[src/rtl/uart_alu_pkg.sv]
// Shared types and constants for the UART packet ALU: opcodes, FSM state encodings
// and the header size.
package uart_alu_pkg;

   typedef enum logic [7:0] {
      OP_ECHO = 8'hEC,
      OP_ADD  = 8'hAD,
      OP_MUL  = 8'h88,
      OP_DIV  = 8'hD1
   } opcode_e;

   typedef enum logic [2:0] {
      S_OPCODE, S_RSVD, S_LEN_LO, S_LEN_HI, S_PAYLOAD, S_EXEC, S_RESULT
   } pstate_e;

   typedef enum logic [1:0] {RX_IDLE, RX_START, RX_DATA, RX_STOP} rx_state_e;
   typedef enum logic [1:0] {TX_IDLE, TX_START, TX_DATA, TX_STOP} tx_state_e;

   localparam int HDR_BYTES = 4;

   function automatic logic is_alu_op(input logic [7:0] op);
      return (op == OP_ADD) || (op == OP_MUL) || (op == OP_DIV);
   endfunction

endpackage

[src/rtl/uart_alu_div.sv]
// Iterative restoring 32/32 unsigned divider: one load cycle, then one quotient bit
// per clock for 32 clocks. A zero divisor naturally produces an all-ones quotient.
module uart_alu_div (
   input  logic        clk_i,
   input  logic        rst_ni,
   input  logic        start,
   input  logic [31:0] dividend,
   input  logic [31:0] divisor,
   output logic        busy,
   output logic        done,
   output logic [31:0] quotient
);
   logic [31:0] rem;
   logic [31:0] dvs;
   logic [4:0]  cnt;
   logic [32:0] trial;

   // bit 32 set means the shifted remainder is below the divisor (restore)
   assign trial = {rem, quotient[31]} - {1'b0, dvs};

   always_ff @(posedge clk_i or negedge rst_ni) begin
      if (!rst_ni) begin
         rem      <= '0;
         dvs      <= '0;
         cnt      <= '0;
         busy     <= 1'b0;
         done     <= 1'b0;
         quotient <= '0;
      end else begin
         done <= 1'b0;
         if (start && !busy) begin
            quotient <= dividend;
            dvs      <= divisor;
            rem      <= '0;
            cnt      <= '0;
            busy     <= 1'b1;
         end else if (busy) begin
            if (!trial[32]) begin
               rem      <= trial[31:0];
               quotient <= {quotient[30:0], 1'b1};
            end else begin
               rem      <= {rem[30:0], quotient[31]};
               quotient <= {quotient[30:0], 1'b0};
            end
            cnt <= cnt + 5'd1;
            if (cnt == 5'd31) begin
               busy <= 1'b0;
               done <= 1'b1;
            end
         end
      end
   end

endmodule

[src/rtl/uart_alu.sv]
// UART packet processor: 8N1 receiver, header/payload parser with ECHO/ADD/MUL/DIV,
// and an 8N1 transmitter fed through a one-entry hold register.
module uart_alu
   import uart_alu_pkg::*;
#(
   parameter int CLK_FREQ_HZ = 100_000_000,
   parameter int BAUD_RATE   = 115_200
) (
   input  logic clk_i,
   input  logic rst_ni,
   input  logic rx_i,
   output logic tx_o
);
   localparam int CPB = CLK_FREQ_HZ / BAUD_RATE;
   localparam int CW  = (CPB > 2) ? $clog2(CPB) : 1;
   localparam logic [CW-1:0] BIT_LAST  = CW'(CPB - 1);
   localparam logic [CW-1:0] HALF_LAST = CW'(CPB / 2 - 1);

   // ---------------- RX ----------------
   logic          rx_m, rx_s, rx_d;
   rx_state_e     rx_st, rx_st_n;
   logic [CW-1:0] rx_cnt, rx_cnt_n;
   logic [2:0]    rx_bit, rx_bit_n;
   logic [7:0]    rx_sh, rx_sh_n;
   logic          rx_vld, rx_vld_n;

   always_ff @(posedge clk_i or negedge rst_ni) begin
      if (!rst_ni) {rx_m, rx_s, rx_d} <= 3'b111;
      else         {rx_m, rx_s, rx_d} <= {rx_i, rx_m, rx_s};
   end

   always_comb begin
      rx_st_n  = rx_st;
      rx_cnt_n = rx_cnt + 1'b1;
      rx_bit_n = rx_bit;
      rx_sh_n  = rx_sh;
      rx_vld_n = 1'b0;
      case (rx_st)
         RX_IDLE: begin
            rx_cnt_n = '0;
            if (rx_d && !rx_s) rx_st_n = RX_START;
         end
         RX_START: if (rx_cnt == HALF_LAST) begin
            // a start that is high again at half-bit was a glitch
            rx_cnt_n = '0;
            rx_bit_n = '0;
            rx_st_n  = rx_s ? RX_IDLE : RX_DATA;
         end
         RX_DATA: if (rx_cnt == BIT_LAST) begin
            rx_cnt_n = '0;
            rx_sh_n  = {rx_s, rx_sh[7:1]};
            rx_bit_n = rx_bit + 3'd1;
            if (rx_bit == 3'd7) rx_st_n = RX_STOP;
         end
         RX_STOP: if (rx_cnt == BIT_LAST) begin
            rx_vld_n = rx_s;
            rx_st_n  = RX_IDLE;
         end
         default: rx_st_n = RX_IDLE;
      endcase
   end

   always_ff @(posedge clk_i or negedge rst_ni) begin
      if (!rst_ni) begin
         rx_st  <= RX_IDLE;
         rx_cnt <= '0;
         rx_bit <= '0;
         rx_sh  <= '0;
         rx_vld <= 1'b0;
      end else begin
         rx_st  <= rx_st_n;
         rx_cnt <= rx_cnt_n;
         rx_bit <= rx_bit_n;
         rx_sh  <= rx_sh_n;
         rx_vld <= rx_vld_n;
      end
   end

   // ---------------- parser / ALU ----------------
   pstate_e     p_st, p_st_n;
   logic [7:0]  opcode, opcode_n;
   logic [7:0]  len_lo, len_lo_n;
   logic [15:0] len_w;
   logic [15:0] rem, rem_n;
   logic        alu_ok, alu_ok_n;
   logic        first, first_n;
   logic [23:0] opnd, opnd_n;
   logic [1:0]  bcnt, bcnt_n;
   logic [31:0] acc, acc_n;
   logic [31:0] word;
   logic [31:0] res_buf, res_buf_n;
   logic [2:0]  res_left, res_left_n;
   logic        push;
   logic [7:0]  push_data;
   logic        hold_vld;
   logic        div_start, div_busy, div_done;
   logic [31:0] div_q;

   assign len_w = {rx_sh, len_lo};
   assign word  = {rx_sh, opnd};

   always_comb begin
      p_st_n     = p_st;
      opcode_n   = opcode;
      len_lo_n   = len_lo;
      rem_n      = rem;
      alu_ok_n   = alu_ok;
      first_n    = first;
      opnd_n     = opnd;
      bcnt_n     = bcnt;
      acc_n      = acc;
      res_buf_n  = res_buf;
      res_left_n = res_left;
      push       = 1'b0;
      push_data  = res_buf[7:0];
      div_start  = 1'b0;

      // result bytes drain independently so the parser can take the next header
      if (res_left != 3'd0 && !hold_vld) begin
         push       = 1'b1;
         res_buf_n  = res_buf >> 8;
         res_left_n = res_left - 3'd1;
      end

      case (p_st)
         S_OPCODE: if (rx_vld) begin
            opcode_n = rx_sh;
            p_st_n   = S_RSVD;
         end
         S_RSVD: if (rx_vld) p_st_n = S_LEN_LO;
         S_LEN_LO: if (rx_vld) begin
            len_lo_n = rx_sh;
            p_st_n   = S_LEN_HI;
         end
         S_LEN_HI: if (rx_vld) begin
            rem_n    = (len_w > 16'(HDR_BYTES)) ? len_w - 16'(HDR_BYTES) : 16'd0;
            alu_ok_n = is_alu_op(opcode) && (rem_n[1:0] == 2'd0) && (rem_n >= 16'd8);
            first_n  = 1'b1;
            bcnt_n   = '0;
            p_st_n   = (rem_n == 16'd0) ? S_OPCODE : S_PAYLOAD;
         end
         S_PAYLOAD: if (rx_vld) begin
            rem_n = rem - 16'd1;
            if (opcode == OP_ECHO && !hold_vld && !push) begin
               push      = 1'b1;
               push_data = rx_sh;
            end
            if (alu_ok) begin
               opnd_n = word[31:8];
               bcnt_n = bcnt + 2'd1;
               if (bcnt == 2'd3) begin
                  if (first) begin
                     acc_n   = word;
                     first_n = 1'b0;
                  end else if (opcode == OP_ADD) begin
                     acc_n = acc + word;
                  end else if (opcode == OP_MUL) begin
                     acc_n = acc * word;
                  end else begin
                     div_start = 1'b1;
                     p_st_n    = S_EXEC;
                  end
               end
            end
            if (rem_n == 16'd0 && p_st_n == S_PAYLOAD)
               p_st_n = alu_ok ? S_RESULT : S_OPCODE;
         end
         S_EXEC: if (div_done && !div_busy) begin
            acc_n  = div_q;
            p_st_n = (rem == 16'd0) ? S_RESULT : S_PAYLOAD;
         end
         S_RESULT: begin
            res_buf_n  = acc;
            res_left_n = 3'd4;
            p_st_n     = S_OPCODE;
         end
         default: p_st_n = S_OPCODE;
      endcase
   end

   always_ff @(posedge clk_i or negedge rst_ni) begin
      if (!rst_ni) begin
         p_st     <= S_OPCODE;
         opcode   <= '0;
         len_lo   <= '0;
         rem      <= '0;
         alu_ok   <= 1'b0;
         first    <= 1'b0;
         opnd     <= '0;
         bcnt     <= '0;
         acc      <= '0;
         res_buf  <= '0;
         res_left <= '0;
      end else begin
         p_st     <= p_st_n;
         opcode   <= opcode_n;
         len_lo   <= len_lo_n;
         rem      <= rem_n;
         alu_ok   <= alu_ok_n;
         first    <= first_n;
         opnd     <= opnd_n;
         bcnt     <= bcnt_n;
         acc      <= acc_n;
         res_buf  <= res_buf_n;
         res_left <= res_left_n;
      end
   end

   uart_alu_div u_div (
      .clk_i    (clk_i),
      .rst_ni   (rst_ni),
      .start    (div_start),
      .dividend (acc),
      .divisor  (word),
      .busy     (div_busy),
      .done     (div_done),
      .quotient (div_q)
   );

   // ---------------- TX ----------------
   tx_state_e     tx_st, tx_st_n;
   logic [CW-1:0] tx_cnt, tx_cnt_n;
   logic [2:0]    tx_bit, tx_bit_n;
   logic [7:0]    tx_sh, tx_sh_n;
   logic          tx_q, tx_q_n;
   logic          tx_take;
   logic          hold_vld_n;
   logic [7:0]    hold_data, hold_data_n;

   always_comb begin
      tx_st_n     = tx_st;
      tx_cnt_n    = tx_cnt + 1'b1;
      tx_bit_n    = tx_bit;
      tx_sh_n     = tx_sh;
      tx_q_n      = tx_q;
      tx_take     = 1'b0;
      hold_vld_n  = hold_vld;
      hold_data_n = hold_data;
      case (tx_st)
         TX_IDLE: begin
            tx_cnt_n = '0;
            tx_q_n   = 1'b1;
            if (hold_vld) begin
               tx_take = 1'b1;
               tx_sh_n = hold_data;
               tx_q_n  = 1'b0;
               tx_st_n = TX_START;
            end
         end
         TX_START: if (tx_cnt == BIT_LAST) begin
            tx_cnt_n = '0;
            tx_bit_n = '0;
            tx_q_n   = tx_sh[0];
            tx_st_n  = TX_DATA;
         end
         TX_DATA: if (tx_cnt == BIT_LAST) begin
            tx_cnt_n = '0;
            if (tx_bit == 3'd7) begin
               tx_q_n  = 1'b1;
               tx_st_n = TX_STOP;
            end else begin
               tx_sh_n  = tx_sh >> 1;
               tx_q_n   = tx_sh[1];
               tx_bit_n = tx_bit + 3'd1;
            end
         end
         TX_STOP: if (tx_cnt == BIT_LAST) begin
            tx_cnt_n = '0;
            // chain straight into the next start bit when a byte is waiting
            if (hold_vld) begin
               tx_take = 1'b1;
               tx_sh_n = hold_data;
               tx_q_n  = 1'b0;
               tx_st_n = TX_START;
            end else begin
               tx_q_n  = 1'b1;
               tx_st_n = TX_IDLE;
            end
         end
         default: tx_st_n = TX_IDLE;
      endcase
      if (tx_take) hold_vld_n = 1'b0;
      if (push) begin
         hold_vld_n  = 1'b1;
         hold_data_n = push_data;
      end
   end

   always_ff @(posedge clk_i or negedge rst_ni) begin
      if (!rst_ni) begin
         tx_st     <= TX_IDLE;
         tx_cnt    <= '0;
         tx_bit    <= '0;
         tx_sh     <= '0;
         tx_q      <= 1'b1;
         hold_vld  <= 1'b0;
         hold_data <= '0;
      end else begin
         tx_st     <= tx_st_n;
         tx_cnt    <= tx_cnt_n;
         tx_bit    <= tx_bit_n;
         tx_sh     <= tx_sh_n;
         tx_q      <= tx_q_n;
         hold_vld  <= hold_vld_n;
         hold_data <= hold_data_n;
      end
   end

   assign tx_o = tx_q;

endmodule

[config.mk]
export PLATFORM = sky130hd
export DESIGN_NAME = uart_alu
export DESIGN_NICKNAME = d
export VERILOG_FILES = /design/src/rtl/uart_alu_pkg.sv /design/src/rtl/uart_alu_div.sv /design/src/rtl/uart_alu.sv
export SDC_FILE = /design/constraint.sdc
export NUM_CORES = 2
export LEC_CHECK = 0
export BUFFER_PORTS_ARGS = -buffer_cell sky130_fd_sc_hd__buf_2
export CAP_MARGIN = 20
export CELL_PAD_IN_SITES_DETAIL_PLACEMENT = 0
export CELL_PAD_IN_SITES_GLOBAL_PLACEMENT = 1
export CORE_MARGIN = 2
export CORE_UTILIZATION = 55
export DETAILED_ROUTE_END_ITERATION = 6
export GPL_TIMING_DRIVEN = 0
export PLACE_DENSITY = 0.86
export SLEW_MARGIN = 10
export SYNTH_ARGS = -nofsm -noshare
export SYNTH_HDL_FRONTEND = slang
export SYNTH_SLANG_ARGS = --single-unit
[constraint.sdc]
create_clock -name clk_i -period 16.9 [get_ports clk_i]
set_clock_uncertainty 0.05 [all_clocks]
set_input_delay 0.845 -clock clk_i [delete_from_list [all_inputs] [get_ports clk_i]]
set_output_delay 0.845 -clock clk_i [all_outputs]
set_load 0.02 [all_outputs]
==> flow_metrics.py <==
metrics = {
    "floorplan": {
        "core_um2": 60020,
        "die-area_um2": 62360,
        "start_util_pct": 55.32,
        "die_w_um": 249.7,
        "ioPinCount": 4,
        "rows": 90,
        "die-height_um": 249.7,
    },
    "cts": {
        "cts_setup_buffers": 0,
        "cts-buffers-inserted": 31,
        "cts_buffer_depth": 3,
        "clk_latency_ns": 0.60,
        "cts_tree": "done",
        "cts_hold_buf": 0,
        "h-tree-depth": 1,
        "path_clk_slew_ns": 0.07,
        "post_cts_resized": 0,
        "cts.sinks": 293,
        "root_buffer": "clkbuf_16",
    },
    "final_layout": {
        "layout_common_cells": "nand2_1 (518), inv_1 (454), fa_1 (410), and2_1 (306), dfrtp_1 (289)",
        "fillCellCount": 5412,
        "nets": 4366,
        "drive_above_1_share_pct": 4.031,
        "n_antenna_cell": 0,
        "layout_commonest_cell": "nand2_1",
        "syn2layout_area_growth_pct": 6.609,
        "fin_area_um2": 35400,
    },
    "outcome": {
        "outcome": "complete, no violations",
    },
    "logic_synthesis": {
        "synth_area_leaders": "fa_1 (25%), dfrtp_1 (22%), ha_1 (7.8%), nand2_1 (5.9%), and2_1 (5.8%)",
        "ys_types": 80,
        "synth_edf_count": 0,
        "syn-cell-area_um2": 33210,
        "syn_area_per_cell_um2": 8.967,
        "async_flop_share_pct": 100.0,
        "ys_ff_latch": 293,
        "synth_ff_type": "dfrtp_1",
        "yosysTopAreaCell": "fa_1",
        "yosys.area.top_type_share_pct": 24.72,
        "synth_nets": 4323,
        "yosys_warnings": 0,
        "synth_cells": 3703,
        "synth.yosys.seq_area_share_pct": 22.10,
    },
    "setup_path": {
        "worstPathRequired_ns": 17.36,
        "arrival_ns": 9.86,
        "critPathCaptureType": "register",
        "reg2reg_depth": 23,
        "path_class": "register to register",
        "startpoint_type": "register",
        "cp_max_fo": 10,
    },
    "placement": {
        "routabilityCongestion": 1.055,
        "place_area_um2": 34310,
        "port_buffers": 3,
        "dp_hpwl_um": 83400,
    },
    "timing": {
        "tightest_slew_ns": 1.299,
        "fin_crit_sh_pct": 55.64,
        "fmax_mhz": 106.3,
        "setup_tns_ns": 0,
        "slew_headroom_pct": 13.38,
        "finalHoldViolations": 0,
        "min_period_ns": 9.404,
        "rsz0062_at_grt": "no",
        "final-max-slew-violation-count": 0,
        "setup_violations": 0,
    },
    "global_routing": {
        "grt_usage_pct": 35.96,
        "overflow": 0,
        "grt_pass1_wl_um": 168600,
        "grt_pass1_vias": 27330,
        "antenna_found_initial": 4,
        "grt_max_degree": 105,
    },
    "detailed_routing": {
        "vias": 27460,
        "drtAntennaViolNets": 0,
        "drc": 0,
        "drt_pass1_iterations": 6,
        "postRouteWirelength_um": 110100,
        "wire_per_inst_um": 24.18,
        "drtIter0Drc": 3090,
        "routed_via_density": 6.031,
    },
    "power_and_ir_drop": {
        "switchingPower_uw": 340.2,
        "internal-power_uw": 1137,
        "vdd_drop_max_uv": 78.86,
        "pwr-share-clk_pct": 49.3,
        "p_leak_uw": 0.01720,
        "cellPowerDensity_nw_per_um2": 41.73,
        "combinationalPowerShare_pct": 2.3,
        "p_seq_share_pct": 48.4,
        "switching_share_pct": 23.03,
    },
    "worst_hold_path": {
        "hold_class": "input port to asynchronous set/reset pin",
    },
    "job": {
        "drv_cap": 0,
    },
}
## final timing paths
path                                     start                   endpoint  slack [ns]
setup / recovery           acc[16]$_DFFE_PN0P_        acc[31]$_DFFE_PN0P_        7.50
hold / removal                          rst_ni        opnd[2]$_DFFE_PN0P_        0.03
setup reg to reg           acc[16]$_DFFE_PN0P_        acc[31]$_DFFE_PN0P_        7.50
hold reg to reg                 rx_m$_DFF_PN1_             rx_s$_DFF_PN1_        0.31
max in group asynchronous               rst_ni  u_div.rem[25]$_DFFE_PN0P_       15.59
min in group clk_i                        rx_i             rx_m$_DFF_PN1_        0.29
## cell type report
cell class	instances	area (µm²)	share of cell area, %
multi-input combinational	2741	23330	65.90
clock inverter	16	202.7	0.5726
sequential	293	7337	20.73
timing repair buffer	10	156.4	0.4418
inverter	456	1712	4.835
tap	782	978.4	2.764
buffer	213	827.0	2.336
clock buffer	42	857.1	2.421
## through the flow
stage	instances	total power, µW	util, %	hold WS [ns]	worst slack, ns
5_1_grt	4553	1519	58.98	0.02862	7.330
6_report	4553	1477	58.98	0.03247	7.496
2_1_floorplan	3703	740.9	-	0.2952	9.755
4_1_cts	4551	1484	58.94	0.02088	7.775
3_3_place_gp	4488	760.1	56.98	0.2953	7.785
3_5_place_dp	4493	763.5	57.17	0.2995	7.817
## flip-flops by register name, summed over array words and instances, names as in the netlist, 10 cells and up, named ones only
register / count
acc: 32
opnd: 24
rem: 16
res_buf: 32
rx_cnt: 10
tx_cnt: 10
u_div.dvs: 32
u_div.quotient: 32
u_div.rem: 32
## cell usage after synthesis, types with 71 or more instances
cell,count
o21ai_0,186
inv_1,454
nor2_1,169
clkbuf_1,198
a21oi_1,134
fa_1,410
nand2_1,518
and2_1,306
ha_1,207
mux2i_1,71
xnor2_1,108
dfrtp_1,289
## power by group through the flow
| stage | Clock (µW) | Sequential, µW | Combinational [µW] |
|---|---|---|---|
| after floorplan | 0 | 727 | 14.1 |
| after global placement | 0 | 728 | 31.8 |
| after detailed placement | 0 | 728 | 35.3 |
| after CTS | 734 | 715 | 35.6 |
| after global routing | 763 | 716 | 40.0 |
| final | 728 | 715 | 34.2 |
## per-layer routing
layer | global-route usage (%) | share of wire [%]
met2 | 54.53 | 43
met3 | 7.468 | 10
met5 | 0 | 0.031
met4 | 16.47 | 5.7
met1 | 49.82 | 41
## critical path: stages (launching register included)
cell and delay, ns:
dfrtp_1 0.37, clkbuf_1 0.81, clkbuf_1 0.82, and2_1 0.27, fa_1 0.46, fa_1 0.50
fa_1 0.51, inv_1 0.05, fa_1 0.47, inv_1 0.05, fa_1 0.48, fa_1 0.57
fa_1 0.44, fa_1 0.48, ha_1 0.38, a21oi_1 0.22, o21ai_0 0.16, a211oi_1 0.32
a211oi_1 0.23, a2111oi_0 0.76, o31ai_1 0.21, xnor2_1 0.40, mux2i_1 0.13, o21ai_0 0.18
## kinds of logic (layout without fill, tap and decap cells)
| logic type | Yosys count | after routing | share of synthesized area, % |
|---|---|---|---|
| adders and majority gates | 617 | 617 | 32.52 |
| and+or+nand+nor | 1242 | 1242 | 18.11 |
| AOI/OAI and AO/OA | 601 | 601 | 11.55 |
| muxes | 120 | 120 | 3.802 |
| xor gates and xnor gates | 161 | 161 | 4.288 |
| DFF | 293 | 293 | 22.10 |
| buffers and inverters | 669 | 737 | 7.645 |
Note: power is estimated with default switching activity, not from simulation.
